--- config.mk ---
export PLATFORM = sky130hd
export DESIGN_NAME = repairmb_partner_responder
export DESIGN_NICKNAME = d
export VERILOG_FILES = /design/src/rtl/repairmb_partner_responder.sv
export SDC_FILE = /design/constraint.sdc
export NUM_CORES = 1
export LEC_CHECK = 0
export ABC_AREA = 0
export BUFFER_PORTS_ARGS = -buffer_cell sky130_fd_sc_hd__clkbuf_2
export CORE_MARGIN = 5
export CORE_UTILIZATION = 59
export DETAILED_ROUTE_END_ITERATION = 10
export PLACE_DENSITY = 0.79
export SLEW_MARGIN = 30
export SYNTH_ARGS = -nofsm -noshare
export SYNTH_HDL_FRONTEND = slang
export SYNTH_SLANG_ARGS = --single-unit
--- constraint.sdc ---
create_clock -name CLK -period 3.2 [get_ports CLK]
set_input_delay 0.32 -clock CLK [delete_from_list [all_inputs] [get_ports CLK]]
set_output_delay 0.32 -clock CLK [all_outputs]
set_load 0.005 [all_outputs]
--- src/rtl/repairmb_partner_responder.sv ---
// Responder side of MBINIT.REPAIRMB. It answers the initiator's start, apply_degrade
// and end sideband requests, latches the lane map announced by the partner, and
// asks for a repeater retrain whenever the partner reports that no lanes survive.
module repairmb_partner_responder #(
    parameter logic [23:0] TIMEOUT_CYCLES = 24'd8_000_000,
    parameter int          MAX_RETRY      = 3
) (
    input  logic       CLK,
    input  logic       rst_n,
    input  logic       i_MBINIT_REVERSALMB_end,
    input  logic [3:0] i_RX_SbMessage,
    input  logic       i_msg_valid,
    input  logic [2:0] i_msg_info,
    input  logic       i_Busy_SideBand,
    input  logic       i_falling_edge_busy,
    output logic [3:0] o_TX_SbMessage,
    output logic       o_ValidOutDatat_partner,
    output logic [1:0] o_Functional_Lanes_partner,
    output logic       o_Start_Repeater,
    output logic       o_MBINIT_REPAIRMB_partner_end,
    output logic       o_error
);

    localparam logic [3:0] MSG_START_REQ    = 4'b0001;
    localparam logic [3:0] MSG_START_RESP   = 4'b0010;
    localparam logic [3:0] MSG_END_REQ      = 4'b0011;
    localparam logic [3:0] MSG_END_RESP     = 4'b0100;
    localparam logic [3:0] MSG_DEGRADE_REQ  = 4'b0101;
    localparam logic [3:0] MSG_DEGRADE_RESP = 4'b0110;
    localparam logic [7:0] RETRY_MAX        = 8'(MAX_RETRY);

    typedef enum logic [3:0] {
        ST_IDLE, ST_WAIT_START, ST_BUSY_S, ST_SEND_S, ST_WAIT_REQ,
        ST_BUSY_D, ST_SEND_D, ST_BUSY_E, ST_SEND_E, ST_DONE, ST_ERROR
    } state_t;

    state_t      state, nxt;
    logic [23:0] timer;
    logic [7:0]  retry;
    logic        latch_lanes, rep_pulse, retry_inc, counting, timeout, tx_done;

    // Response code carried while the FSM sits in a SEND state.
    function automatic logic [3:0] send_code(input state_t s);
        case (s)
            ST_SEND_S: send_code = MSG_START_RESP;
            ST_SEND_D: send_code = MSG_DEGRADE_RESP;
            ST_SEND_E: send_code = MSG_END_RESP;
            default:   send_code = 4'b0000;
        endcase
    endfunction

    // Next-state decode; abort (enable low) overrides every other event.
    always_comb begin
        nxt         = state;
        latch_lanes = 1'b0;
        rep_pulse   = 1'b0;
        retry_inc   = 1'b0;
        counting    = (state == ST_WAIT_START) || (state == ST_WAIT_REQ) ||
                      (state == ST_BUSY_S) || (state == ST_BUSY_D) || (state == ST_BUSY_E);
        timeout     = (timer >= (TIMEOUT_CYCLES - 24'd1));
        // A falling-edge pulse only counts as completion if busy is really low.
        tx_done     = i_falling_edge_busy && !i_Busy_SideBand;
        if (!i_MBINIT_REVERSALMB_end) begin
            nxt = ST_IDLE;
        end else begin
            case (state)
                ST_IDLE:       nxt = ST_WAIT_START;
                ST_WAIT_START: begin
                    if (i_msg_valid && i_RX_SbMessage == MSG_START_REQ) nxt = ST_BUSY_S;
                    else if (timeout)                                   nxt = ST_ERROR;
                end
                ST_BUSY_S: begin
                    if (!i_Busy_SideBand) nxt = ST_SEND_S;
                    else if (timeout)     nxt = ST_ERROR;
                end
                ST_BUSY_D: begin
                    if (!i_Busy_SideBand) nxt = ST_SEND_D;
                    else if (timeout)     nxt = ST_ERROR;
                end
                ST_BUSY_E: begin
                    if (!i_Busy_SideBand) nxt = ST_SEND_E;
                    else if (timeout)     nxt = ST_ERROR;
                end
                ST_SEND_S: if (tx_done) nxt = ST_WAIT_REQ;
                ST_SEND_D: if (tx_done) nxt = ST_WAIT_REQ;
                ST_SEND_E: if (tx_done) nxt = ST_DONE;
                ST_WAIT_REQ: begin
                    if (i_msg_valid && i_RX_SbMessage == MSG_DEGRADE_REQ) begin
                        latch_lanes = 1'b1;
                        if (i_msg_info[1:0] == 2'b00) begin
                            // No surviving lanes: retrain through the repeater, bounded.
                            if (retry == RETRY_MAX) begin
                                nxt = ST_ERROR;
                            end else begin
                                retry_inc = 1'b1;
                                rep_pulse = 1'b1;
                                nxt       = ST_BUSY_D;
                            end
                        end else begin
                            nxt = ST_BUSY_D;
                        end
                    end else if (i_msg_valid && i_RX_SbMessage == MSG_END_REQ) begin
                        nxt = ST_BUSY_E;
                    end else if (i_msg_valid && i_RX_SbMessage == MSG_START_REQ) begin
                        nxt = ST_BUSY_S;
                    end else if (timeout) begin
                        nxt = ST_ERROR;
                    end
                end
                ST_DONE:  nxt = ST_DONE;
                ST_ERROR: nxt = ST_ERROR;
                default:  nxt = ST_IDLE;
            endcase
        end
    end

    // State, wait timer, retry count and lane latch.
    always_ff @(posedge CLK) begin
        if (!rst_n) begin
            state                      <= ST_IDLE;
            timer                      <= 24'd0;
            retry                      <= 8'd0;
            o_Functional_Lanes_partner <= 2'b11;
        end else begin
            state <= nxt;
            if (nxt != state)  timer <= 24'd0;
            else if (counting) timer <= timer + 24'd1;
            if (nxt == ST_IDLE) retry <= 8'd0;
            else if (retry_inc) retry <= retry + 8'd1;
            if (state != ST_IDLE && nxt == ST_IDLE) o_Functional_Lanes_partner <= 2'b11;
            else if (latch_lanes)                   o_Functional_Lanes_partner <= i_msg_info[1:0];
        end
    end

    // Registered outputs decoded from the next state.
    always_ff @(posedge CLK) begin
        if (!rst_n) begin
            o_TX_SbMessage                <= 4'b0000;
            o_ValidOutDatat_partner       <= 1'b0;
            o_Start_Repeater              <= 1'b0;
            o_MBINIT_REPAIRMB_partner_end <= 1'b0;
            o_error                       <= 1'b0;
        end else begin
            o_TX_SbMessage                <= send_code(nxt);
            o_ValidOutDatat_partner       <= (nxt != state) && (send_code(nxt) != 4'b0000);
            o_Start_Repeater              <= rep_pulse;
            o_MBINIT_REPAIRMB_partner_end <= (nxt == ST_DONE);
            o_error                       <= (nxt == ST_ERROR);
        end
    end

endmodule

After elaboration in Yosys (flattened, before gate mapping)
Cells that the tools add are included.
{"block": "classes", "bitwise_logic": 1, "reduce_logical": 20, "order_cmp": 1, "n_mux": 23, "eq_ne": 20, "n_addsub": 2}
{"op": "$mux 4", "n": 13}
{"op": "$pmux 4 s10", "n": 1}
{"op": "$add 24x1->24 const B", "n": 1}
{"op": "$eq 4x3->1 const B", "n": 6}
{"op": "$eq 4x4->1 const B", "n": 6}
{"op": "$ge 24x23->1 const B", "n": 1}
{"op": "$eq 4x2->1 const B", "n": 4}
{"op": "$pmux 3 s3", "n": 1}
{"op": "$add 8x1->8 const B", "n": 1}
{"op": "$eq 4x1->1 const B", "n": 2}
{"op": "$eq 8x2->1 const B", "n": 1}
{"op": "$logic_not 4->1", "n": 2}
{"op": "$mux 1", "n": 8}
{"op": "$reduce_bool 4->1", "n": 2}
{"op": "$reduce_or 2->1", "n": 4}
{"op": "$logic_and 1x1->1", "n": 6}
{"op": "$logic_or 1x1->1", "n": 4}
{"op": "$ne 4x4->1", "n": 1}
{"op": "$logic_not 2->1", "n": 1}
{"op": "$logic_not 1->1", "n": 1}
{"op": "$not 1->1", "n": 1}
{"block": "totals", "wordCells": 76, "output_inout_bits": 10, "register_bits": 46, "inputBits": 13}

Logic depth before layout (Yosys ltp)
Gate-level depths: netlist of run 1.
{"block": "logic_depth", "depth_word": 12, "mapped_depth": 10}

Worst setup path after synthesis of run 1
Ideal clock, no wire load.
{"block": "synth_timing", "path_type": "flip-flop to flip-flop", "startpoint": "register retry[0]", "endpoint": "register timer[10]", "stages_incl_launch_ff": 10, "setup_ns": 0.115, "setup_slack_ns": 0.943, "required_time_ns": 3.085, "arrival_ns": 2.142, "path_cell_list": "dfxtp_1 -> ha_1 -> nor4b_4 -> and2_2 -> a311oi_2 -> a211o_2 -> and3_4 -> o2111ai_4 -> buf_6 -> nor2_2"}
{"block": "synth_between", "elab_chain_len": 8}
{"item": "from (decl)", "line": "39", "text": "logic [7:0] retry;"}
{"item": "from (signal assigned)", "line": "129", "text": "else if (retry_inc) retry <= retry + 8'd1;"}
{"item": "$eq 8x2->1", "line": "92", "text": "if (retry == RETRY_MAX) begin"}
{"item": "$mux 4", "line": "92"}
{"item": "$mux 4", "line": "90", "text": "if (i_msg_info[1:0] == 2'b00) begin"}
{"item": "$mux 4", "line": "88", "text": "if (i_msg_valid && i_RX_SbMessage == MSG_DEGRADE_REQ) begin"}
{"item": "$pmux 4 s10", "line": "66", "text": "case (state)"}
{"item": "$mux 4", "line": "63", "text": "if (!i_MBINIT_REVERSALMB_end) begin"}
{"item": "$ne 4x4->1", "line": "126", "text": "if (nxt != state) timer <= 24'd0;"}
{"item": "$reduce_or 2->1 (no line)"}
{"item": "to (signal assigned)", "line": "127", "text": "else if (counting) timer <= timer + 24'd1;"}
{"item": "to (decl)", "line": "38", "text": "logic [23:0] timer;"}
Every way passes these cells.
A chain may end at the register's enable or synchronous reset.

Worst setup path in the final report of run 1
{"block": "layout_timing", "startpoint": "register state[0]", "endpoint": "register timer[0]"}
{"block": "layout_between", "elab_chain_len": 8}
{"item": "from (decl)", "line": "37", "text": "state_t state, nxt;"}
{"item": "from (signal assigned)", "line": "125", "text": "state <= nxt;"}
{"item": "$mux 4"}
{"item": "$mux 4", "line": "104", "text": "end else if (i_msg_valid && i_RX_SbMessage == MSG_START_REQ) begin"}
{"item": "$mux 4", "line": "102", "text": "end else if (i_msg_valid && i_RX_SbMessage == MSG_END_REQ) begin"}
{"item": "$mux 4", "line": "88"}
{"item": "$pmux 4 s10", "line": "66"}
{"item": "$mux 4", "line": "63"}
{"item": "$ne 4x4->1", "line": "126"}
{"item": "$reduce_or 2->1 (no line)"}
Parallel ways exist; a longest one is shown, timed or not.

==> results of run 1 <==
-- logic make-up (layout without fill, tap and decap cells) --
kind of cell | Yosys count | count (layout) | synth area share (%)
buffers and inverters | 17 | 34 | 3.862
flip-flops | 44 | 44 | 33.16
multiplexers | 8 | 8 | 3.156
AO/OA/AOI/OAI | 51 | 51 | 14.60
XOR/XNOR | 31 | 31 | 10.22
adder cells (fa/ha/maj) | 2 | 2 | 0.9419
other | 1 | 2 | 0.1412
AND/OR/NAND/NOR | 146 | 146 | 33.91
-- path summary, 6_finish.rpt --
| kind | from | end | slack [ns] |
|---|---|---|---|
| worst min register to register | retry[7] | retry[7] | 0.50 |
| worst max register to register | state[0] | timer[0] | 0.46 |
| worst min-delay path | rst_n | o_Functional_Lanes_partner[1] | 0.30 |
| worst max-delay path | state[0] | timer[0] | 0.46 |
-- power by group through the flow --
stage,Combinational [mW],Clock [mW],Sequential [mW]
after floorplan,0.0605,0,0.562
after global placement,0.0699,0,0.566
after detailed placement,0.0709,0,0.566
after CTS,0.0712,0.454,0.553
after global routing,0.0784,0.482,0.554
final,0.0710,0.443,0.553
-- stage by stage --
step                      cells  worst slack [ns]
final                       370            0.4568
after global routing        370            0.2431
after CTS                   370            0.4384
after global placement      362            0.4731
after detailed placement    362            0.4359
after floorplan             301            0.9427
-- per-layer routing --
layer | wire length [µm] | part of all wire [%] | vias to the layer above | global-route usage (%)
li1 | - | - | 1100 | -
met1 | 2477 | 50 | 969 | 22.63
met2 | 2253 | 45 | 40 | 28.35
met3 | 234 | 4.7 | 5 | 4.333
met4 | 39 | 0.78 | 0 | 3.608
met5 | 0 | 0 | - | 0
-- cell type report --
cell class | count | area (µm²)
multi-input combinational | 240 | 1677
fill | 354 | 1474
sequential | 44 | 880.8
timing repair buffer | 23 | 125.1
clock buffer | 6 | 82.58
tap | 52 | 65.06
clock inverter | 2 | 38.79
inverter | 3 | 11.26
-- registers in the layout, indices dropped and copies added (netlist names) --
name / cells
timer: 24
retry: 8
state: 4
o_Functional_Lanes_partner: 2
o_TX_SbMessage: 2
o_MBINIT_REPAIRMB_partner_end: 1
o_Start_Repeater: 1
o_ValidOutDatat_partner: 1
o_error: 1
-- cells in the final DEF (no fill, tap or decap), types with 6 or more instances in the layout --
master    Yosys  final
nand3_1      15     15
nand2_1      16     16
nand2b_1      6      6
o21ai_0       8      8
xor2_1       15     15
xnor2_1      16     16
a21oi_1       9      9
clkbuf_2      0     19
and3_1       14     14
and2_1        7      7
nor2_1       23     23
nand4_1       8      8
nor3_1        7      7
nor2_2       20     20
clkbuf_8      0      6
dfxtp_1      44     44
o21a_1        6      6
-- worst max-delay path, cell delays in order, from the launching register on --
cell	delay, ns
dfxtp_1	0.52
nor4b_4	0.53
nand4b_2	0.19
a311oi_2	0.35
a211o_2	0.24
a21oi_1	0.14
o2111ai_4	0.22
buf_4	0.37
nor2_1	0.08
==> out/summary.txt, run 1 <==
port buffer count: 19
vias per std cell: 5.714
Setup Buffers After CTS: 0
# nets final: 332
Area contributors post-synth: dfxtp_1 33%, xnor2_1 5.3%, xor2_1 4.9%
Gates resized, CTS repair: 0
Seq pwr share: 51.8%
Num CTS Buffers: 5
final hold vios: 0
drt initial violations: 134
Congestion Overflow GR: 0
leading area contributor after synthesis: dfxtp_1
Hold Worst Slack: 0.3028 ns
syn_area_per_cell: 8.854 µm²
clk_lat worst skew: 0.30 ns
pin count of the biggest net entering global routing: 25
Die Span X: 77.10 µm
switching share of power: 22.02%
synth warn: 0
worst hold path type: in2reg
Slew HR: 56.13%
vias in the first global route: 1942
Worst Clk Skew: 0.008165 ns
Seq/Total Area, Yosys: 33.16%
GR Util All Layers: 17.18%
setup_tns: 0 ns
crit path DAT: 2.92 ns
Crit Path Class: reg2reg
library cells used by synthesis: 62
Leakage: 1.016 nW
Critical Path End Type: flop
Top FF cell, synth: dfxtp_1
Final min period: 2.743 ns
proportion of netlist area held by the largest area contributor: 33.16%
final setup violation count: 0
count leader, synth: dfxtp_1
MaxCap Viol Count: 0
fin util: 66.15%
Root Buffer: clkbuf_8
H-Tree Depth: 2
detailed placement HPWL: 3.625 mm
worst slew pin tran: 0.6572 ns
Synth top cells by count: 44 x dfxtp_1, 23 x nor2_1, 20 x nor2_2
Syn-to-layout area delta: 8.431%
Die Footprint: 5944 µm²
CTS tree: built
GP Congestion: 0.8379
combinational power share: 6.7%
Startpoint Class: flop
ANT cells: 0
hold-critical path depth: 2
Hold Buf Count CTS: 0
post-route cell area: 2880 µm²
peak supply drop: 0.0004086 V
IO Pins: 23
Slew Viols, Final: 0
core outline area: 4354 µm²
die height: 77.10 µm
Mapped Cells: 300
pwr/cell area: 370.4 nW/µm²
status: completed
drt pass-1 iters: 4
asr flop ratio synth: 0%
Post-Place Cell Area: 2759 µm²
Vias: 2114
DR DRC count: 0
Post-synth EDFFs: 0
Synth Register Bits: 44
synthesized area: 2656 µm²
Worst Path Max Fanout: 24
Final ANT Viol Nets: 0
Worst-path clk slew: 0.08 ns
WP data required: 3.38 ns
Initial Util: 61.01%
final wirelength: 5.004 mm
clock sinks: 44
Cell Int Power: 831.9 µW
Clock Power Share: 41.5%
share of post-route cells with drive strength above 1: 22.96%
RSZ-0062 raised after global routing: no
first-pass GRT wire length: 8.569 mm
FF-to-FF path depth: 8
CTS max path bufs: 2
total power: 1.067 mW
fin crit share: 85.73%
f_max: 364.5 MHz
initial antenna violation count: 0
Wirelength per Cell: 13.52 µm
Rows: 24
Net Sw Power: 234.9 µW
Note: power is estimated with default switching activity, not from simulation.
==> run 2, diff against run 1 <==
--- a/config.mk
+++ b/config.mk
@@ -11,2 +11,4 @@
 export CORE_UTILIZATION = 59
+export CTS_CLUSTER_DIAMETER = 40
+export CTS_CLUSTER_SIZE = 20
 export DETAILED_ROUTE_END_ITERATION = 10
==> constraint.sdc (replaced) <==
create_clock -name CLK -period 3.2 [get_ports CLK]
set_input_delay 0.48 -clock CLK [delete_from_list [all_inputs] [get_ports CLK]]
set_output_delay 0.48 -clock CLK [all_outputs]
set_load 0.005 [all_outputs]
==> run 2 against run 1 <==
- clock skew rose by 0.0021 ns
- maximum frequency fell by 4.9%
- final area rose by 0.56%
- via count rose by 2.5%
- clock power fell by 3%
- largest cell class unchanged
- critical endpoint unchanged
- highest routed layer unchanged
- wire length rose by 1.9%
==> out/summary.txt, run 2 (synthesis results as in run 1) <==
worst hold path type: in2reg
hold_sp: rst_n
Root Buffer: clkbuf_8
Multi-input gate area: 1677 µm² (unchanged)
vias in the first global route: 1944 (+0.10%)
peak supply drop: 0.0004024 V (-1.5%)
Initial Util: 61.01% (unchanged)
total power: 1.053 mW (-1.3%)
Crit Path Class: reg2reg
Slew Viols, Final: 0 (unchanged)
Critical Path End Type: flop
Critical path origin: state[0]
vias per std cell: 5.807 (+1.6%)
WHS Endpoint: o_Functional_Lanes_partner[1]
DR DRC count: 0 (unchanged)
Vias: 2166 (+2.5%)
hold-critical path depth: 2 (unchanged)
Die Span X: 77.10 µm (unchanged)
CTS max path bufs: 2 (unchanged)
H-Tree Depth: 2 (unchanged)
Slew HR: 38.58% (-18 points)
IO Pins: 23 (unchanged)
Die Footprint: 5944 µm² (unchanged)
ANT cells: 0 (unchanged)
fin crit share: 90.11% (+4.4 points)
pin count of the biggest net entering global routing: 25 (unchanged)
top flop regs: timer: 24 flops, retry: 8 flops, state: 4 flops
status: completed
worst slew pin tran: 0.9209 ns (+0.2636 ns)
Wirelength per Cell: 13.66 µm (+1.0%)
Startpoint Class: flop
post-route cell area: 2897 µm² (+0.56%)
share of post-route cells with drive strength above 1: 23.68% (+0.72 points)
pwr/cell area: 363.5 nW/µm² (-1.9%)
Reg area: 880.8 µm² (unchanged)
CTS tree: built
f_max: 346.8 MHz (-4.9%)
crit path DAT: 3.03 ns (+0.11 ns)
Hold Buf Count CTS: 0 (unchanged)
final hold vios: 0 (unchanged)
clk_lat worst skew: 0.30 ns (about the same)
Post-Place Cell Area: 2781 µm² (+0.82%)
Syn-to-layout area delta: 9.044%
core outline area: 4354 µm² (unchanged)
Final ANT Viol Nets: 0 (unchanged)
Worst R2R End: timer[0]
Rows: 24 (unchanged)
GR Util All Layers: 18.05% (+0.87 points)
port buffer count: 19 (unchanged)
GP Congestion: 0.8269 (-1.3%)
clock sinks: 44 (unchanged)
Hold Worst Slack: 0.4683 ns (+0.1655 ns)
Congestion Overflow GR: 0 (unchanged)
Worst Clk Skew: 0.01025 ns (+0.002088 ns)
commonest non-fill, non-tap cell in the layout: dfxtp_1
most frequent cells in the layout: 44 x dfxtp_1, 23 x nor2_1, 20 x nor2_2
Setup Buffers After CTS: 0 (unchanged)
final setup violation count: 0 (unchanged)
Layout fillers: 339 (-4.2%)
Leakage: 1.024 nW (+0.77%)
FF-to-FF path depth: 7 (-1)
Final Worst Setup Slack: 0.3164 ns (-0.1404 ns)
Final min period: 2.884 ns (+0.1404 ns)
drt initial violations: 224 (+67%)
first-pass GRT wire length: 8.970 mm (+4.7%)
Num CTS Buffers: 5 (unchanged)
detailed placement HPWL: 3.765 mm (+3.9%)
pre-CTS setup slack: 0.2556 ns (-0.1803 ns)
origin of the critical flop-to-flop path: state[0]
final wirelength: 5.097 mm (+1.9%)
Worst Path Max Fanout: 24 (unchanged)
Largest register FFs: 24 (unchanged)
MaxCap Viol Count: 0 (unchanged)
Gates resized, CTS repair: 0 (unchanged)
# nets final: 335 (+0.90%)
WP data required: 3.35 ns (-0.03 ns)
die height: 77.10 µm (unchanged)
most flop-heavy register: timer
RSZ-0062 raised after global routing: no
setup_tns: 0 ns (unchanged)
Reg2Reg Setup Slack: 0.32 ns (-0.14 ns)
Worst-path clk slew: 0.09 ns (about the same)
initial antenna violation count: 0 (unchanged)
drt pass-1 iters: 4 (unchanged)
[run 2: layout make-up]
type	instances	area share (%)
multi-input combinational	240	57.88
timing repair buffer	26	5.097
clock inverter	3	1.598
sequential	44	30.41
clock buffer	5	2.376
tap	52	2.246
inverter	3	0.3888
[run 2: how the worst max path moves through the flow]
stage	end	slack, ns	depth (start not counted)
after floorplan	timer[10]	0.91	8
after global placement	timer[23]	0.26	8
after detailed placement	timer[23]	0.26	8
after CTS	timer[0]	0.29	8
after global routing	timer[0]	0.1	8
final	timer[0]	0.32	7
[run 2: routing by layer]
layer | track usage (%) | wire, µm | part of all wire (%)
met2 | 28.95 | 2409 | 47
met4 | 5.155 | 59 | 1.2
met5 | 0 | 0 | 0
met3 | 3.513 | 233 | 4.6
met1 | 24.55 | 2395 | 47
[run 2: critical path: stages (launching register included)]
cell and delay [ns]:
dfxtp_1 0.42, nor4b_4 0.53, nand4b_2 0.19, a311oi_2 0.37
a211o_2 0.23, a21oi_1 0.13, o2111ai_4 0.76, nor2_1 0.10
[run 2: power breakdown]
| group | leakage (nW) | internal (mW) | switching, mW | total (mW) |
|---|---|---|---|---|
| registers | 0.355 | 0.548 | 0.00274 | 0.551 |
| logic | 0.614 | 0.0282 | 0.0454 | 0.0736 |
| clock network | 0.0548 | 0.235 | 0.193 | 0.428 |
[run 2: stage by stage]
step | instances | util [%]
6_report | 373 | 66.52
2_1_floorplan | 301 | -
3_5_place_dp | 365 | 63.88
3_3_place_gp | 365 | 63.88
4_1_cts | 373 | 66.52
5_1_grt | 373 | 66.52
==> run 3, diff against run 2 <==
- CAP_MARGIN: unset -> 20
- CORE_UTILIZATION: 59 -> 64
- PLACE_DENSITY: 0.79 -> 0.85
- clock period: 3.2 -> 3.6 ns (I/O delays scaled with it)
==> run 3 against run 2 <==
- sequential power fell by 11%
- worst setup slack improved by 0.38 ns
- clock skew shrank 0.0032 ns
- power is 17% lower
- register-to-register slack improved by 0.38 ns
- final area fell by 1.5%
- die area down 6.8%
- critical path type unchanged
==> out/summary.txt, run 3 (synthesis results as in run 1) <==
status: completed
Root Buffer: clkbuf_8
clk_lat worst skew: 0.29 ns (about the same)
CTS max path bufs: 2 (unchanged)
share of post-route cells with drive strength above 1: 22.57% (-1.1 points)
initial antenna violation count: 0 (unchanged)
Rows: 23 (-4.2%)
Post-Place Cell Area: 2764 µm² (-0.63%)
Syn-to-layout area delta: 7.442%
fin util: 71.35% (+4.8 points)
setup_tns: 0 ns (unchanged)
detailed placement HPWL: 3.993 mm (+6.0%)
commonest non-fill, non-tap cell in the layout: dfxtp_1
Crit Path Class: reg2reg
Slew HR: 50.67% (+12 points)
most flop-heavy register: timer
GR Util All Layers: 21.42% (+3.4 points)
Wirelength per Cell: 14.49 µm (+6.0%)
Post-Place Cells: 361 (-1.1%)
Leakage: 1.004 nW (-1.9%)
port buffer count: 19 (unchanged)
drt pass-1 iters: 4 (unchanged)
Slew Viols, Final: 0 (unchanged)
Hold Worst Slack: 0.5045 ns (+0.03615 ns)
peak supply drop: 0.0002549 V (-37%)
ANT cells: 0 (unchanged)
most frequent cells in the layout: 44 x dfxtp_1, 23 x nor2_1, 20 x nor2_2
vias in the first global route: 2114 (+8.7%)
GP Congestion: 0.8330 (+0.74%)
Congestion Overflow GR: 0 (unchanged)
Final ANT Viol Nets: 0 (unchanged)
drt initial violations: 155 (-31%)
# nets final: 333 (-0.60%)
Worst Clk Skew: 0.007014 ns (-0.003239 ns)
final hold vios: 0 (unchanged)
pin count of the biggest net entering global routing: 19 (-24%)
final wirelength: 5.346 mm (+4.9%)
Vias: 2196 (+1.4%)
CTS tree: built
Die Footprint: 5539 µm² (-6.8%)
Reg area: 880.8 µm² (unchanged)
final setup violation count: 0 (unchanged)
first-pass GRT wire length: 9.335 mm (+4.1%)
RSZ-0062 raised after global routing: no
top flop regs: timer: 24 flops, retry: 8 flops, state: 4 flops
Gates resized, CTS repair: 0 (unchanged)
worst slew pin tran: 0.7338 ns (-0.1870 ns)
Die Span X: 74.43 µm (-3.5%)
WP data required: 3.79 ns (+0.44 ns)
clock sinks: 44 (unchanged)
Cell Count, Final, Fillers Out: 369 (-1.1%)
fin crit share: 80.75% (-9.4 points)
Hold Buf Count CTS: 0 (unchanged)
Final min period: 2.907 ns (+0.02344 ns)
Layout fillers: 321 (-5.3%)
core outline area: 4000 µm² (-8.1%)
DR DRC count: 0 (unchanged)
pwr/cell area: 304.4 nW/µm² (-16%)
Worst Path Max Fanout: 12 (-50%)
worst hold path type: reg2reg
Largest register FFs: 24 (unchanged)
IO Pins: 23 (unchanged)
H-Tree Depth: 2 (unchanged)
crit path DAT: 3.09 ns (+0.06 ns)
die height: 74.43 µm (-3.5%)
Setup Buffers After CTS: 0 (unchanged)
Startpoint Class: flop
Initial Util: 66.41% (+5.4 points)
post-route cell area: 2854 µm² (-1.5%)
vias per std cell: 5.951 (+2.5%)
Worst-path clk slew: 0.08 ns (about the same)
Multi-input gate area: 1677 µm² (unchanged)
Num CTS Buffers: 5 (unchanged)
MaxCap Viol Count: 0 (unchanged)
f_max: 344.0 MHz (-0.81%)
Critical Path End Type: flop
==> run 3: critical path, stage by stage, from the launching register on <==
cell       delay (ns)
dfxtp_1          0.47
nor4b_4          0.56
nand4b_2         0.20
a311oi_2         0.37
a211o_2          0.25
a21oi_1          0.14
o2111ai_4        0.48
buf_4            0.27
nor2_1           0.06
==> run 3: cell type report <==
cell class                      instances  share of cell area (%)
Sequential cell                        44                   30.86
Clock buffer                            8                   3.157
Timing Repair Buffer                   24                   4.647
Inverter                                3                  0.3946
Tap cell                               50                   2.192
Multi-Input combinational cell        240                   58.75
==> run 3: worst paths after layout <==
path	start	endpoint	slack, ns	cells past startpoint
max reg2reg	state[1]	timer[23]	0.69	8
min	timer[1]	timer[1]	0.50	2
max	state[1]	timer[23]	0.69	8
min reg2reg	timer[1]	timer[1]	0.50	2
==> run 3: through the flow <==
step	power (mW)	setup WS [ns]
2_1_floorplan	0.5534	1.246
3_3_place_gp	0.5672	0.7151
3_5_place_dp	0.5692	0.6657
4_1_cts	0.8771	0.7137
5_1_grt	0.9076	0.5638
6_report	0.8688	0.6929
==> run 3: routing by layer <==
metal,part of all wire (%),track usage [%]
met3,3.5,4.189
met2,49,35.80
met5,0,0
met4,0.75,5.336
met1,46,28.42
==> run 3: report_power, final <==
part / total (mW) / switching (mW) / internal, mW
sequential: 0.490 / 0.00245 / 0.487
combinational: 0.0687 / 0.0415 / 0.0272
clock: 0.310 / 0.154 / 0.157
